## src/rtl/addsub_seq_pkg.sv

```systemverilog
// addsub_seq shared definitions.
// State encoding and operation-mode constants.
package addsub_seq_pkg;

   typedef enum logic [1:0] {
      IDLE = 2'd0,
      CALC = 2'd1,
      FIX  = 2'd2,
      DONE = 2'd3
   } state_t;

   localparam logic MODE_ADD = 1'b0;
   localparam logic MODE_SUB = 1'b1;

   // Subtraction is A + ~B + 1 - borrow, so the chain
   // starts with the inverted borrow.
   function automatic logic init_carry(
      input logic mode,
      input logic ci
   );
      return (mode == MODE_SUB) ? ~ci : ci;
   endfunction

endpackage

```

## src/rtl/addsub_seq_chunk.sv

```systemverilog
// CHUNK-bit ripple adder slice.
// Shared over all chunks of an operation.
module addsub_chunk #(
   parameter int CHUNK = 4
) (
   input  logic [CHUNK-1:0] x,
   input  logic [CHUNK-1:0] y,
   input  logic             ci,
   output logic [CHUNK-1:0] s,
   output logic             co
);

   logic [CHUNK:0] w_c;

   assign w_c[0] = ci;

   for (genvar i = 0; i < CHUNK; i++) begin : g_bit
      full_adder u_fa (
         .a  (x[i]),
         .b  (y[i]),
         .ci (w_c[i]),
         .s  (s[i]),
         .co (w_c[i+1])
      );
   end

   assign co = w_c[CHUNK];

endmodule

```

## src/rtl/full_adder.sv

```systemverilog
// Single-bit full adder cell.
// Building block of the chunk ripple.
module full_adder (
   input  logic a,
   input  logic b,
   input  logic ci,
   output logic s,
   output logic co
);

   logic w_p;

   assign w_p = a ^ b;
   assign s   = w_p ^ ci;
   assign co  = (a & b) | (ci & w_p);

endmodule

```

## src/rtl/addsub_seq.sv

```systemverilog
// Multi-cycle add/sub, sign-magnitude result.
// One CHUNK slice per cycle, LSB first.
module addsub_seq
   import addsub_seq_pkg::*;
#(
   parameter int WIDTH = 8,
   parameter int CHUNK = 4
) (
   input  logic             clk,
   input  logic             rst_n,
   input  logic             in_valid,
   output logic             in_ready,
   input  logic [WIDTH-1:0] a,
   input  logic [WIDTH-1:0] b,
   input  logic             c_in,
   input  logic             mode,
   output logic             out_valid,
   input  logic             out_ready,
   output logic [WIDTH:0]   res,
   output logic             neg,
   output logic             c_out,
   output logic             zero
);

   localparam int NCHUNK = WIDTH / CHUNK;
   localparam int IDXW   = (NCHUNK > 1) ? $clog2(NCHUNK) : 1;

   localparam logic [IDXW-1:0] LAST    = IDXW'(NCHUNK - 1);
   localparam logic [IDXW-1:0] IDX_ONE = IDXW'(1);
   localparam logic [WIDTH:0]  RES_ONE = (WIDTH + 1)'(1);

   if (WIDTH % CHUNK != 0) begin : g_bad_width
      $error("addsub_seq: WIDTH must be a multiple of CHUNK");
   end

   state_t r_state;
   state_t w_next;

   logic [WIDTH-1:0] r_a;
   logic [WIDTH-1:0] r_b;
   logic [WIDTH-1:0] r_sum;
   logic             r_mode;
   logic             r_carry;
   logic [IDXW-1:0]  r_idx;

   logic [WIDTH:0]   r_res;
   logic             r_neg;
   logic             r_cout;
   logic             r_zero;

   logic             w_accept;
   logic             w_last;
   logic [CHUNK-1:0] w_s;
   logic             w_co;
   logic [WIDTH-1:0] w_ins;
   logic [WIDTH:0]   w_res;
   logic             w_neg;

   assign w_accept = in_valid & in_ready;
   assign w_last   = (r_idx == LAST);

   addsub_chunk #(
      .CHUNK (CHUNK)
   ) u_chunk (
      .x  (r_a[CHUNK-1:0]),
      .y  (r_b[CHUNK-1:0]),
      .ci (r_carry),
      .s  (w_s),
      .co (w_co)
   );

   // New slice enters at the top; after NCHUNK
   // shifts the first slice lands at bit 0.
   assign w_ins = WIDTH'(w_s) << (WIDTH - CHUNK);

   // State register.
   always_ff @(posedge clk or negedge rst_n) begin
      if (!rst_n) begin
         r_state <= IDLE;
      end else begin
         r_state <= w_next;
      end
   end

   // Next-state logic.
   always_comb begin
      w_next = r_state;
      unique case (r_state)
         IDLE: if (in_valid) w_next = CALC;
         CALC: if (w_last) w_next = FIX;
         FIX:  w_next = DONE;
         DONE: if (out_ready) w_next = IDLE;
      endcase
   end

   // Handshake outputs decoded from state.
   always_comb begin
      in_ready  = (r_state == IDLE);
      out_valid = (r_state == DONE);
   end

   // Operand capture and chunk-serial ripple.
   always_ff @(posedge clk or negedge rst_n) begin
      if (!rst_n) begin
         r_a     <= '0;
         r_b     <= '0;
         r_sum   <= '0;
         r_mode  <= MODE_ADD;
         r_carry <= 1'b0;
         r_idx   <= '0;
      end else if (w_accept) begin
         r_a     <= a;
         r_b     <= b ^ {WIDTH{mode}};
         r_sum   <= '0;
         r_mode  <= mode;
         r_carry <= init_carry(mode, c_in);
         r_idx   <= '0;
      end else if (r_state == CALC) begin
         r_a     <= r_a >> CHUNK;
         r_b     <= r_b >> CHUNK;
         r_sum   <= (r_sum >> CHUNK) | w_ins;
         r_carry <= w_co;
         r_idx   <= r_idx + IDX_ONE;
      end
   end

   // Sign-magnitude fix-up of the raw chain result.
   always_comb begin
      w_neg = 1'b0;
      w_res = {r_carry, r_sum};
      if (r_mode == MODE_SUB) begin
         w_neg = ~r_carry;
         if (w_neg) begin
            w_res = {1'b0, ~r_sum} + RES_ONE;
         end else begin
            w_res = {1'b0, r_sum};
         end
      end
   end

   // Result registers, loaded once in FIX.
   always_ff @(posedge clk or negedge rst_n) begin
      if (!rst_n) begin
         r_res  <= '0;
         r_neg  <= 1'b0;
         r_cout <= 1'b0;
         r_zero <= 1'b0;
      end else if (r_state == FIX) begin
         r_res  <= w_res;
         r_neg  <= w_neg;
         r_cout <= r_carry;
         r_zero <= (w_res == '0);
      end
   end

   assign res   = r_res;
   assign neg   = r_neg;
   assign c_out = r_cout;
   assign zero  = r_zero;

endmodule

```

## config.mk

```make
export PLATFORM = sky130hd
export DESIGN_NAME = addsub_seq
export DESIGN_NICKNAME = d
export VERILOG_FILES = /design/src/rtl/addsub_seq_pkg.sv /design/src/rtl/addsub_seq_chunk.sv /design/src/rtl/full_adder.sv /design/src/rtl/addsub_seq.sv
export SDC_FILE = /design/constraint.sdc
export NUM_CORES = 1
export LEC_CHECK = 0
export ABC_AREA = 0
export CAP_MARGIN = 20
export CELL_PAD_IN_SITES_DETAIL_PLACEMENT = 1
export CELL_PAD_IN_SITES_GLOBAL_PLACEMENT = 2
export CORE_MARGIN = 3
export CORE_UTILIZATION = 30
export CTS_CLUSTER_SIZE = 16
export DETAILED_ROUTE_END_ITERATION = 8
export GPL_ROUTABILITY_DRIVEN = 0
export GPL_TIMING_DRIVEN = 1
export PLACE_DENSITY_LB_ADDON = 0.2
export SYNTH_ARGS = -nofsm -noshare
export SYNTH_HDL_FRONTEND = slang
export SYNTH_HIERARCHICAL = 1
export SYNTH_SLANG_ARGS = --single-unit
```

## constraint.sdc

```tcl
create_clock -name clk -period 2.15 [get_ports clk]
set_input_delay 0.43 -clock clk [delete_from_list [all_inputs] [get_ports clk]]
set_output_delay 0.43 -clock clk [all_outputs]
set_load 0.05 [all_outputs]
```

Word-level counts from Yosys, hierarchy flattened

Cells that the tools add are included.

Bits in registers: 41
Input port bits: 22
Output and inout bits: 14

Add/sub/neg operators: 2
Eq/ne operators: 6
Multiplexer cells: 18
Bitwise operators: 26
Reductions and logical operators: 4

Operators by type and width:

| kind                  | count |
|---|---|
| $mux W8               | 6 |
| $mux W9               | 2 |
| $add A8 B1 Y9 const B | 1 |
| $and A1 B1 Y1         | 9 |
| $logic_not A9 Y1      | 1 |
| $not A8 Y8            | 1 |
| $or A4 B8 Y8          | 1 |
| $pmux W2 S4           | 1 |
| $xor A1 B1 Y1         | 8 |
| $xor A8 B8 Y8         | 1 |
| $mux W1               | 6 |
| $mux W2               | 3 |
| $eq A2 B2 Y1 const B  | 2 |
| $ne A2 B2 Y1 const B  | 2 |
| $or A1 B1 Y1          | 4 |
| $reduce_and A3 Y1     | 1 |
| $eq A2 B1 Y1 const B  | 1 |
| $logic_not A2 Y1      | 1 |
| $ne A2 B1 Y1 const B  | 1 |
| $not A1 Y1            | 2 |
| $reduce_bool A2 Y1    | 1 |
| $add A1 B1 Y1 const B | 1 |

Depth between registers and ports, before layout

Word-level depth: 11
Gate-level depth with buffers: 7

Cells and area by module

The synthesis kept the hierarchy.

Modules (own cells, without submodules):

| module     | instances | cells an instance | area an instance (um^2) |
|---|---|---|---|
| addsub_seq | 1         | 216               | 2122.0 |
| full_adder | 4         | 1                 | 20.0 |

Worst setup path before layout

OpenSTA, ideal clock, no wires.

Path type: register to register
Start: reg r_a[0]
End: reg r_sum[7]
Setup time: 0.132 ns
Arrival: 2.158 ns
Data required time: 2.018 ns
Setup slack: -0.140 ns
Cell stages (with the launch flop): 7
Buffers on the path: 0
Cell sequence: dfrtp_1 fa_1 fa_1 fa_1 fa_1 mux2i_1 nor2_1

Longest elaborated chain between the ends: 11

Ends and longest elaborated chain:

| what                     | RTL line               | source |
|---|---|---|
| start: declaration       | addsub_seq.sv:39       | `logic [WIDTH-1:0] r_a;` |
| start signal: assignment | addsub_seq.sv:119      | `r_a <= r_a >> CHUNK;` |
| $xor A1 B1 Y1            | full_adder.sv:13       | `assign w_p = a ^ b;` |
| $and A1 B1 Y1            | full_adder.sv:15       | `assign co = (a & b) \| (ci & w_p);` |
| $or A1 B1 Y1 (*)         | full_adder.sv:15       |  |
| net u_chunk.w_c[1]       | addsub_seq_chunk.sv:13 | `logic [CHUNK:0] w_c;` |
| $and A1 B1 Y1 (*)        | full_adder.sv:15       |  |
| $or A1 B1 Y1 (*)         | full_adder.sv:15       |  |
| net u_chunk.w_c[2]       | addsub_seq_chunk.sv:13 |  |
| $and A1 B1 Y1 (*)        | full_adder.sv:15       |  |
| $or A1 B1 Y1 (*)         | full_adder.sv:15       |  |
| net u_chunk.w_c[3]       | addsub_seq_chunk.sv:13 |  |
| $xor A1 B1 Y1 (*)        | full_adder.sv:14       | `assign s = w_p ^ ci;` |
| net w_s[3]               | addsub_seq.sv:53       | `logic [CHUNK-1:0] w_s;` |
| $or A4 B8 Y8 (*)         | addsub_seq.sv:121      | `r_sum <= (r_sum >> CHUNK) \| w_ins;` |
| $mux W8 (*)              | addsub_seq.sv:118      | `end else if (r_state == CALC) begin` |
| $mux W8 (*)              | addsub_seq.sv:111      | `end else if (w_accept) begin` |
| end signal: assignment   | addsub_seq.sv:121      |  |
| end: declaration         | addsub_seq.sv:41       | `logic [WIDTH-1:0] r_sum;` |

Mark *: on every way through the listed nets, which the timed path passes. The rest lies on a longest branch. The select of a mux whose other input is x is not followed.
A chain may end at the register's enable or synchronous reset.

Final worst setup path

Same ends and word-level chain as after synthesis.

==> results by group <==
Clocking
  – Cts bufs inserted: 5
  – Number of post-CTS setup repair buffers: 0
  – TritonCTS clock tree: done
  – H-tree depth: 2
  – Worst-Skew Late Latency: 0.29 ns
  – Clk sinks: 41
  – Clock transition at path regs: ~0.09 ns
  – Quantity of hold-fixing buffers added after cts: 0
  – Resized cells post-CTS: 0
  – CTS Buffer Depth: 2
  – CTS Root Cell: clkbuf_8

Synth
  – Post-synth ARST share: 100%
  – Top post-synthesis cells by area: dfrtp_1 47%, mux2i_1 8.2%, nand2_1 4.6%
  – Yosys top cell by area: dfrtp_1
  – Commonest cells post-synth: 41 x dfrtp_1, 27 x nand2_1, 23 x nor2_1
  – Post-synth EDFFs: 0
  – Synthesis Warnings: 6
  – Synth Net Count: 252
  – Post-Syn Area: ~2200 um^2
  – Cell variety after synth: 29
  – Syn_area_per_cell: between 10 and 15 um^2
  – Gate Count Post-Synth: 220
  – Seq/Total Area, Yosys: a little under half
  – Synth top area share: 46.6%
  – Most common cell in the netlist: dfrtp_1
  – Ys flop type: dfrtp_1
  – Synth Register Bits: between 40 and 50

STA
  – Final period utilization: 104%
  – Final setup fails: 2
  – Hold Fails Final Rpt: 0
  – Fin Hold WS: 0.0973 ns
  – Worst-Margin Slew: approximately 0.55 ns
  – Slew HR: 63.6%
  – Clock skew: 0.00820 ns
  – Max Clock Freq: about 450 MHz
  – RSZ-0062 raised after global routing: yes
  – Final worst setup slack: -0.0785 ns
  – Final Slew Violations: 0
  – Crit path time final: 2.23 ns

GRT
  – Largest net degree at the start of global routing: 42
  – Initial antenna violation count: 0
  – Global-route wire length before repair: 8360 um
  – Gr usage total: about an eighth
  – Vias in the first global route: 1653
  – GRT overflow: 0

Worst hold path
  – Worst Hold Class: in2async

Die
  – Die area: 8400 um^2
  – Initial Util: 31.7%
  – Die Wd: 91.7 um
  – Ports: 36
  – Core Region: 6940 um^2
  – Rows: 30
  – Die Y: 91.7 um

Power
  – Internal Pwr Total: 0.00259 W
  – Logic gate share of total power: 53.1%
  – Clock group share of total power: 16.0%
  – Switch share: a little over two fifths
  – Maximum vdd drop: 0.366 mV
  – Pleak: 1.20 nW
  – Flop pwr share: 30.9%
  – P per Cell Area: 1650 nW/um^2
  – Switching power: around 0.0020 W

Routing
  – Vias/cell: 4.58
  – Routed wire length: between 4000 and 5000 um
  – Post-DR wirelength/cell: 13.9 um
  – # DRC: 0
  – ANT nets after route: 0
  – Drt first pass iters: 4
  – Routed vias: 1602
  – Detailed Route Iter0 Violations: 81

Finish
  – Ant. Diodes: 0
  – Share of cells above drive strength 1: between 10 and 15%
  – Final net count: 285
  – Area grow syn2layout: 27.3%
  – Design Area, Final: around 2800 um^2

Placement
  – Buffers added on ports: 35
  – Dpl cell area: between 2000 and 3000 um^2
  – DP HPWL: 3410 um

Run status
  – Failing checks: negative setup slack
  – Result of the run: complete, but fails checks

Setup path
  – Worst setup SP type: flip-flop
  – Critical path type: reg2reg
  – CP Data Required Time: roughly 2.3 ns
  – CP max FO: 2
  – Crit path capture type: flip-flop
  – Crit path arrival time: approximately 2.4 ns

Job
  – Max cap viols: 0
-- layout make-up --
type	instances	area [um^2]
clock inverter	3	65.1
clock buffer	5	68.8
sequential	41	1030
inverter	9	33.8
multi-input combinational	154	1080
timing repair buffer	42	405
tap	96	120
fill	802	4140
-- per-stage QoR --
stage / power (W) / setup TNS (ns) / setup slack [ns] / util (%) / cells
2_1_floorplan: 0.00321 / -0.0155 / -0.0155 / - / 220
3_3_place_gp: 0.00389 / -0.0552 / -0.0484 / 38.4 / 342
3_5_place_dp: 0.00394 / -0.119 / -0.0730 / 38.4 / 342
4_1_cts: 0.00470 / -0.140 / -0.0850 / 40.4 / 350
5_1_grt: 0.00502 / -0.384 / -0.130 / 40.4 / 350
6_report: 0.00462 / -0.123 / -0.0785 / 40.4 / 350
-- cell families after synthesis --
family | count (synthesis) | synth area share, %
muxes | 22 | 10.2
and+or+nand+nor | 67 | 14.3
adders and majority gates | 10 | 7.05
AOI/OAI and AO/OA | 39 | 10.9
xor gates and xnor gates | 16 | 6.36
buffers and inverters | 25 | 4.55
DFF | 41 | 46.6
-- flip-flops by register name, indices dropped and copies added, names as in the netlist --
signal   flops
r_sum        8
c_out        1
res          9
r_a          8
neg          1
r_idx        1
r_state      2
r_carry      1
zero         1
r_mode       1
r_b          8
-- critical path: stages (launching register included) --
cell     delay, ns
dfrtp_1       0.41
fa_2          0.39
fa_2          0.34
fa_2          0.34
fa_1          0.43
mux2i_1       0.14
nor2_1        0.05
-- power by group through the flow --
stage / Sequential [W] / Clock, W / Combinational, W
after floorplan: 0.00171 / 0 / 0.00150
after global placement: 0.00143 / 0 / 0.00245
after detailed placement: 0.00145 / 0 / 0.00249
after CTS: 0.00144 / 0.000758 / 0.00250
after global routing: 0.00148 / 0.000799 / 0.00274
final: 0.00142 / 0.000739 / 0.00245
-- per-layer routing --
layer / wire length, um / track usage (%) / up-vias
met5: 0 / 0 / -
met4: 68 / 4.52 / 0
met3: 181 / 3.04 / 5
met2: 2370 / 20.5 / 31
met1: 2240 / 16.5 / 766
li1: - / - / 800
-- layout by cell type (no fill, tap or decap), types with 5 or more instances in the layout --
cell / synthesis / routed
ha_1: 6 / 6
nand2_1: 27 / 27
clkbuf_8: 0 / 5
inv_1: 9 / 9
nor2_1: 23 / 23
dfrtp_1: 41 / 41
nand3b_1: 8 / 8
clkdlybuf4s50_1: 0 / 32
buf_4: 0 / 8
xnor2_1: 7 / 7
o21ai_0: 19 / 19
a21oi_1: 11 / 11
xor2_1: 9 / 9
mux2i_1: 18 / 18
-- worst paths after layout --
path                             start        to  slack (ns)  cells after the start
worst min register to register  res[0]    res[0]        0.51                      1
worst min-delay path             rst_n    res[3]         0.1                      2
worst max-delay path            r_a[0]  r_sum[7]       -0.08                      6
worst max register to register  r_a[0]  r_sum[7]       -0.08                      6
min in group clk                res[0]    res[0]        0.51                      1
max in group asynchronous        rst_n    r_a[4]        1.84                      2
Note: power is estimated with default switching activity, not from simulation.
